**src/rtl/mult_pipe_if.sv**
```systemverilog
// Issue/writeback bundle for mult_pipe: issue operands and controls in, registered writeback out.
// The master modport is the issue/writeback side, the slave modport is the multiplier itself.
interface mult_pipe_if #(
  parameter int WIDTH = 32,
  parameter int REGW  = 5,
  parameter int CNTW  = 3
);
  logic             iss_mul_oper;
  logic             iss_mul_signed;
  logic             iss_mul_high;
  logic [WIDTH-1:0] iss_mul_rega;
  logic [WIDTH-1:0] iss_mul_regb;
  logic [REGW-1:0]  iss_mul_regdest;
  logic             wb_mul_stall;
  logic             mul_flush;
  logic             mul_iss_ready;
  logic             mul_wb_oper;
  logic             mul_wb_writereg;
  logic [REGW-1:0]  mul_wb_regdest;
  logic [WIDTH-1:0] mul_wb_wbvalue;
  logic [CNTW-1:0]  mul_inflight;

  modport master (
    output iss_mul_oper, iss_mul_signed, iss_mul_high, iss_mul_rega, iss_mul_regb,
           iss_mul_regdest, wb_mul_stall, mul_flush,
    input  mul_iss_ready, mul_wb_oper, mul_wb_writereg, mul_wb_regdest, mul_wb_wbvalue,
           mul_inflight
  );

  modport slave (
    input  iss_mul_oper, iss_mul_signed, iss_mul_high, iss_mul_rega, iss_mul_regb,
           iss_mul_regdest, wb_mul_stall, mul_flush,
    output mul_iss_ready, mul_wb_oper, mul_wb_writereg, mul_wb_regdest, mul_wb_wbvalue,
           mul_inflight
  );
endinterface

```
**src/rtl/mult_pipe.sv**
```systemverilog
// Pipelined WIDTHxWIDTH multiplier, signed/unsigned, high/low half; fixed STAGES-cycle latency.
// wb_mul_stall freezes every slot and deasserts mul_iss_ready; mul_flush clears all valids.
module mult_pipe #(
  parameter int WIDTH  = 32,
  parameter int STAGES = 4,
  parameter int REGW   = 5
) (
  input logic        clock,
  input logic        reset,
  mult_pipe_if.slave bus
);
  localparam int CNTW = $clog2(STAGES + 1);
  localparam int PW   = 2 * WIDTH;

  logic [STAGES:1]   r_vld;
  logic [STAGES-1:1] r_hi;
  logic              r_sgn;
  logic [WIDTH-1:0]  r_opa;
  logic [WIDTH-1:0]  r_opb;
  logic [REGW-1:0]   r_dst [1:STAGES];
  logic [WIDTH-1:0]  r_wbval;
  logic [CNTW-1:0]   r_cnt;

  logic [PW-1:0]     w_exta;
  logic [PW-1:0]     w_extb;
  logic [PW-1:0]     w_prod1;
  logic [PW-1:0]     w_full;

  // Slot 1 holds raw operands; the full product is formed on the way into slot 2.
  assign w_exta  = r_sgn ? {{WIDTH{r_opa[WIDTH-1]}}, r_opa} : {{WIDTH{1'b0}}, r_opa};
  assign w_extb  = r_sgn ? {{WIDTH{r_opb[WIDTH-1]}}, r_opb} : {{WIDTH{1'b0}}, r_opb};
  assign w_prod1 = w_exta * w_extb;

  always_ff @(posedge clock) begin
    if (!reset || bus.mul_flush) begin
      r_vld <= '0;
      r_cnt <= '0;
    end else if (!bus.wb_mul_stall) begin
      r_vld <= {r_vld[STAGES-1:1], bus.iss_mul_oper};
      r_cnt <= r_cnt + CNTW'(bus.iss_mul_oper) - CNTW'(r_vld[STAGES]);
    end
  end

  always_ff @(posedge clock) begin
    if (!reset) begin
      r_sgn   <= 1'b0;
      r_hi    <= '0;
      r_wbval <= '0;
      for (int k = 1; k <= STAGES; k++) begin
        r_dst[k] <= '0;
      end
    end else if (!bus.wb_mul_stall) begin
      r_sgn    <= bus.iss_mul_signed;
      r_hi[1]  <= bus.iss_mul_high;
      for (int k = 2; k < STAGES; k++) begin
        r_hi[k] <= r_hi[k-1];
      end
      r_dst[1] <= bus.iss_mul_regdest;
      for (int k = 2; k <= STAGES; k++) begin
        r_dst[k] <= r_dst[k-1];
      end
      r_wbval  <= r_hi[STAGES-1] ? w_full[PW-1:WIDTH] : w_full[WIDTH-1:0];
    end
  end

  // Operand registers carry no reset: their contents only matter behind a valid bit.
  always_ff @(posedge clock) begin
    if (!bus.wb_mul_stall) begin
      r_opa <= bus.iss_mul_rega;
      r_opb <= bus.iss_mul_regb;
    end
  end

  if (STAGES > 2) begin : g_mid
    logic [PW-1:0] r_prod [2:STAGES-1];

    always_ff @(posedge clock) begin
      if (!bus.wb_mul_stall) begin
        r_prod[2] <= w_prod1;
        for (int k = 3; k < STAGES; k++) begin
          r_prod[k] <= r_prod[k-1];
        end
      end
    end

    assign w_full = r_prod[STAGES-1];
  end else begin : g_direct
    assign w_full = w_prod1;
  end

  assign bus.mul_iss_ready   = !bus.wb_mul_stall;
  assign bus.mul_wb_oper     = r_vld[STAGES];
  assign bus.mul_wb_writereg = r_vld[STAGES] && (r_dst[STAGES] != '0);
  assign bus.mul_wb_regdest  = r_dst[STAGES];
  assign bus.mul_wb_wbvalue  = r_wbval;
  assign bus.mul_inflight    = r_cnt;
endmodule

```
**src/flat_wrapper.sv**
```systemverilog
// flat-port wrapper written by rule: the top's interface ports become plain ports
module mult_pipe_flat 
#(
  parameter int WIDTH  = 32,
  parameter int STAGES = 4,
  parameter int REGW   = 5
)
  (clock, reset, bus_iss_mul_oper, bus_iss_mul_signed, bus_iss_mul_high, bus_iss_mul_rega, bus_iss_mul_regb, bus_iss_mul_regdest, bus_wb_mul_stall, bus_mul_flush, bus_mul_iss_ready, bus_mul_wb_oper, bus_mul_wb_writereg, bus_mul_wb_regdest, bus_mul_wb_wbvalue, bus_mul_inflight);
  mult_pipe_if #(.WIDTH(WIDTH), .REGW(REGW), .CNTW((3))) bus_i ();
  input logic clock;
  input logic reset;
  input wire logic [$bits(bus_i.iss_mul_oper)-1:0] bus_iss_mul_oper;
  input wire logic [$bits(bus_i.iss_mul_signed)-1:0] bus_iss_mul_signed;
  input wire logic [$bits(bus_i.iss_mul_high)-1:0] bus_iss_mul_high;
  input wire logic [$bits(bus_i.iss_mul_rega)-1:0] bus_iss_mul_rega;
  input wire logic [$bits(bus_i.iss_mul_regb)-1:0] bus_iss_mul_regb;
  input wire logic [$bits(bus_i.iss_mul_regdest)-1:0] bus_iss_mul_regdest;
  input wire logic [$bits(bus_i.wb_mul_stall)-1:0] bus_wb_mul_stall;
  input wire logic [$bits(bus_i.mul_flush)-1:0] bus_mul_flush;
  output wire logic [$bits(bus_i.mul_iss_ready)-1:0] bus_mul_iss_ready;
  output wire logic [$bits(bus_i.mul_wb_oper)-1:0] bus_mul_wb_oper;
  output wire logic [$bits(bus_i.mul_wb_writereg)-1:0] bus_mul_wb_writereg;
  output wire logic [$bits(bus_i.mul_wb_regdest)-1:0] bus_mul_wb_regdest;
  output wire logic [$bits(bus_i.mul_wb_wbvalue)-1:0] bus_mul_wb_wbvalue;
  output wire logic [$bits(bus_i.mul_inflight)-1:0] bus_mul_inflight;
  assign bus_i.iss_mul_oper = bus_iss_mul_oper;
  assign bus_i.iss_mul_signed = bus_iss_mul_signed;
  assign bus_i.iss_mul_high = bus_iss_mul_high;
  assign bus_i.iss_mul_rega = bus_iss_mul_rega;
  assign bus_i.iss_mul_regb = bus_iss_mul_regb;
  assign bus_i.iss_mul_regdest = bus_iss_mul_regdest;
  assign bus_i.wb_mul_stall = bus_wb_mul_stall;
  assign bus_i.mul_flush = bus_mul_flush;
  assign bus_mul_iss_ready = bus_i.mul_iss_ready;
  assign bus_mul_wb_oper = bus_i.mul_wb_oper;
  assign bus_mul_wb_writereg = bus_i.mul_wb_writereg;
  assign bus_mul_wb_regdest = bus_i.mul_wb_regdest;
  assign bus_mul_wb_wbvalue = bus_i.mul_wb_wbvalue;
  assign bus_mul_inflight = bus_i.mul_inflight;
  mult_pipe #(.WIDTH(WIDTH), .STAGES(STAGES), .REGW(REGW)) u_core (.clock(clock), .reset(reset), .bus(bus_i));
endmodule
```
**config.mk**
```make
export PLATFORM = sky130hd
export DESIGN_NAME = mult_pipe_flat
export DESIGN_NICKNAME = d
export VERILOG_FILES = /design/src/rtl/mult_pipe_if.sv /design/src/rtl/mult_pipe.sv /design/src/flat_wrapper.sv
export SDC_FILE = /design/constraint.sdc
export NUM_CORES = 2
export LEC_CHECK = 0
export CORE_AREA = 2 2 378 380
export DETAILED_ROUTE_END_ITERATION = 8
export DIE_AREA = 0 0 380 382
export HOLD_SLACK_MARGIN = 0.15
export PLACE_DENSITY = 0.53
export SETUP_SLACK_MARGIN = 0.05
export SKIP_LAST_GASP = 1
export SLEW_MARGIN = 20
export SYNTH_ARGS = -nofsm -noshare
export SYNTH_HDL_FRONTEND = slang
export SYNTH_SLANG_ARGS = --single-unit
```
**constraint.sdc**
```tcl
create_clock -name clock -period 11.4 [get_ports clock]
set_input_delay 2.28 -clock clock [delete_from_list [all_inputs] [get_ports clock]]
set_output_delay 2.28 -clock clock [all_outputs]
set_load 0.05 [all_outputs]
```
## Word level (Yosys, flattened, before mapping)

Memories as Yosys holds them, arrays and structs flattened.
Index checks and enable logic that the tools add are counted.

| operators by class | value |
|---|---|
| order comparisons | 0 |
| bitwise operators | 4 |
| shifts and indexed selects | 0 |
| mux-type cells | 11 |
| multiply operators | 1 |
| reductions and logical operators | 5 |
| equality and inequality tests | 0 |
| divide/modulo/power cells | 0 |
| $add $sub $neg | 2 |

Operator list:

| cell | number |
|---|---|
| two-way mux 64 bit | 2 |
| multiplier 64 x 64 -> 64 bit | 1 |
| two-way mux 32 bit | 1 |
| two-way mux 5 bit | 4 |
| nonzero test 5 bit | 1 |
| two-way mux 1 bit | 4 |
| OR 1 bit | 4 |
| adder 3 x 1 -> 3 bit | 1 |
| subtractor 3 x 1 -> 3 bit | 1 |
| logical NOT 1 bit | 2 |
| logical AND 1 bit | 1 |
| logical OR 1 bit | 1 |

| word-level totals | value |
|---|---|
| output and inout port bits | 43 |
| flip-flop bits (word level) | 107 |
| latch bits | 0 |
| bits of input ports | 76 |
| memories | 2 |
| memory bits (read-only) | 0 |
| RAM bits | 148 |
| logic and storage cells | 32 |

Memories:

| name | words | bits a word | rd ports | clocked after memory_dff | write ports | line | source |
|---|---|---|---|---|---|---|---|
| u_core.g_mid.r_prod | 2 | 64 | 2 | 0 | 2 | mult_pipe.sv:75 | `logic [PW-1:0] r_prod [2:STAGES-1];` |
| u_core.r_dst | 4 | 5 | 4 | 0 | 4 | mult_pipe.sv:20 | `logic [REGW-1:0] r_dst [1:STAGES];` |

## Logic depth before layout (Yosys ltp)

| depth | value |
|---|---|
| depth in word-level cells | 4 |
| gate-level depth with buffers | 35 |
| depth with buffers taken out | 33 |

## Least setup slack after synthesis

OpenSTA, ideal clock, no wires.

| timing | value |
|---|---|
| kind | input port to output port |
| start point | in bus_wb_mul_stall |
| end point | out bus_mul_iss_ready |
| data required time | 9.120 ns |
| path buffers | 3 |
| arrival time | 8.576 ns |
| slack | 0.544 ns |
| cell stages on the path | 4 |
| cells stage by stage | clkbuf_1 inv_1 clkbuf_1 buf_1 |

| on the way | value |
|---|---|
| cells in the longest elaborated chain, start to end | 1 |

RTL lines:

| what | line | source |
|---|---|---|
| start, declared | flat_wrapper.sv:18 | `input wire logic [$bits(bus_i.wb_mul_stall)-1:0] bus_wb_mul_stall;` |
| logical NOT 1 bit | -- |  |
| end, declared | flat_wrapper.sv:20 | `output wire logic [$bits(bus_i.mul_iss_ready)-1:0] bus_mul_iss_ready;` |

Every way passes these cells.

==> metrics <==
status completed; starting density of the core 0.3984; vias in the first global route 40278; chip width 380 um; Crit Path Class reg -> reg; Synth area leader fa_1; Post-synth EDFFs 212; Post-Synthesis Cells 5477; share of layout cells above drive strength 1 0.03325; Core Area 140900 um^2; largest net degree at the start of global routing 181; RR Endpoint u_core.g_mid.r_prod[1][63]; Ys Warns 0; CTS max path bufs 3; CP Max Fanout 18; crit-path leading delay family adder cells; RR Startpoint u_core.r_opb[2]; relative slew slack 0.2415; Port-buffer cells 118; Worst R2R Path Depth 26; Detailed Route WL 159700 um; hpwl dp 134900 um; die area 145200 um^2; setup ws final 1.625 ns; sequential area share after synthesis 0.1288; sink of the worst hold path u_core.g_mid.r_prod[1][114]; Post-Syn Area 56130 um^2; CP peak stage delay 0.95 ns; min-delay src u_core.g_mid.r_prod[1][50]; initial antenna violation count 9; clock root buffer clkbuf_16; placed cell count 7330; top_reg_cell synth edfxtp_1; Final ANT Viol Nets 0; #FFs+latches synth 255; CTS Buf Count 35; final setup skew 0.05804 ns; Unique masters post-synth 65; ys async rst share 0; via/cell ratio 4.863; Final GP Congestion 0.8923; crit path buf inv count 6; top cell type's share of synthesized area 0.5050; Syn Area/Cell 10.25 um^2; non-filler cells, final 7397; RSZ-0062 raised after global routing no; Mapped Nets 7286; Row Count 138; Total GRT Usage 0.2280; first-pass GRT wire length 249900 um; Initial DRC Count 2377; Hold WC Path Type reg -> reg; arrival time worst endpoint 10.14 ns; Setup crit end kind flop; Setup Slack @ Placement 1.607 ns; dominant cells by area after synthesis fa_1, edfxtp_1, inv_1, ha_1, and2_1; clk slew on worst S/H paths 0.07 ns; Final setup viols 0; max-slew violation count 0; CTS tree built; Critical Path RT 11.76 ns; global route overflow 0; # H-tree levels 2; highest clock rate 102.3 MHz; Tmin final 9.775 ns; setup TNS 0 ns; worst-skew pair later-pin latency 0.61 ns; DR WL/cell 21.59 um; CTS resizes 0; most used cell, CP fa_1; CP Launch Type flop; total of max-cap violations 0; area grow syn2layout 8.081%; Via Count 35968; # clock sinks 255; Final nets 7287; drt drc 0; DR pass1 iterations 5; die height 382 um; Final Hold Fails 0; boundary pin count 119; CP startpoint u_core.r_opb[2]; Post-CTS Hold Buffers 0; Final Cycle Share 0.8574; slew at the pin closest to its max-slew limit 1.138 ns; Reg2Reg Setup Slack 1.63 ns; Post-CTS Repair Setup Buffers 0; Slowest-stage cell, CP edfxtp_1; hold path depth 0
Yosys cell counts, types with 4 or more instances:
cell,count
inv_1,1481
fa_1,1416
nand2_1,586
and2_1,584
ha_1,317
clkbuf_1,243
edfxtp_1,212
xnor2_1,97
a21oi_1,83
a21o_1,50
nor2_1,49
dfxtp_1,43
mux2i_1,41
o211a_1,33
o21ai_0,31
xor2_1,31
and3_1,30
nand4_1,18
buf_1,11
o21bai_1,10
nor2b_1,9
nand3_1,8
nor3_1,8
a31oi_1,7
o21a_1,7
buf_4,5
nand2b_1,5
o211ai_1,4
registers in the layout, summed over array words and instances, names as in the netlist:
name,cells
u_core.r_hi,3
u_core.g_mid.r_prod,128
u_core.bus.mul_inflight,3
u_core.bus.mul_wb_wbvalue,32
u_core.r_opa,32
u_core.r_vld,4
u_core.r_dst,20
u_core.r_sgn,1
u_core.r_opb,32
how the worst max path moves through the flow:
| stage | to | depth (start not counted) |
|---|---|---|
| 2_1_floorplan | bus_mul_iss_ready | 4 |
| 3_3_place_gp | u_core.g_mid.r_prod[1][63] | 26 |
| 3_5_place_dp | u_core.g_mid.r_prod[1][63] | 26 |
| 4_1_cts | u_core.g_mid.r_prod[1][63] | 26 |
| 5_1_grt | u_core.g_mid.r_prod[1][63] | 26 |
| 6_report | u_core.g_mid.r_prod[1][63] | 26 |
per-layer routing:
metal | share of wire | vias up | global-route usage
met5 | 0 | - | 0
met3 | 0.053 | 169 | 0.02525
met4 | 0.024 | 0 | 0.05291
li1 | - | 15796 | -
met1 | 0.46 | 19068 | 0.3275
met2 | 0.46 | 935 | 0.3719
layout by cell type (no fill, tap or decap), types with 4 or more instances in the layout:
master,instances
clkdlybuf4s50_1,118
mux2i_1,41
nand4_1,18
o21a_1,7
xnor2_1,97
buf_4,104
o21bai_1,10
edfxtp_1,212
o211ai_1,4
nor3_1,8
o211a_1,33
nor2_1,49
nand2_1,586
a21oi_1,83
fa_1,1416
and2_1,584
and3_1,30
o21ai_0,31
a21o_1,50
ha_1,317
a31oi_1,7
clkinv_2,8
dfxtp_1,42
clkbuf_16,35
nor2b_1,8
inv_1,1480
xor2_1,31
nand2b_1,5
nand3_1,8
cell families (layout without fill, tap and decap cells):
kind of cell	Yosys count	after routing	synth area share
AOI/OAI and AO/OA	268	268	0.03366
xor gates and xnor gates	128	128	0.01997
adders and majority gates	1735	1735	0.5761
buffers and inverters	1742	1769	0.1169
DFF	255	255	0.1288
muxes	41	41	0.007312
other	0	3	0
and+or+nand+nor	1308	1308	0.1174
metrics by stage:
| stage | area (um^2) | utilization | hold slack [ns] |
|---|---|---|---|
| after floorplan | 56130 | - | 0.4003 |
| after global placement | 59500 | 0.4223 | 0.4017 |
| after detailed placement | 59500 | 0.4223 | 0.4045 |
| after CTS | 60640 | 0.4304 | 0.3944 |
| after global routing | 60660 | 0.4305 | 0.4005 |
| final | 60660 | 0.4306 | 0.4082 |
area by class of cell:
type                       count  area, um^2
antenna                        3       7.507
clock buffer                  38       887.1
clock inverter                25       249.0
fill                       13744       80230
inverter                    1481        5567
multi-input combinational   3480       42340
sequential                   255        7228
tap                         1890        2365
timing repair buffer         225        2017
Power is left out: the tool's default activity adds up to more than one toggle a clock period on the data nets, which glitch-free logic cannot reach.
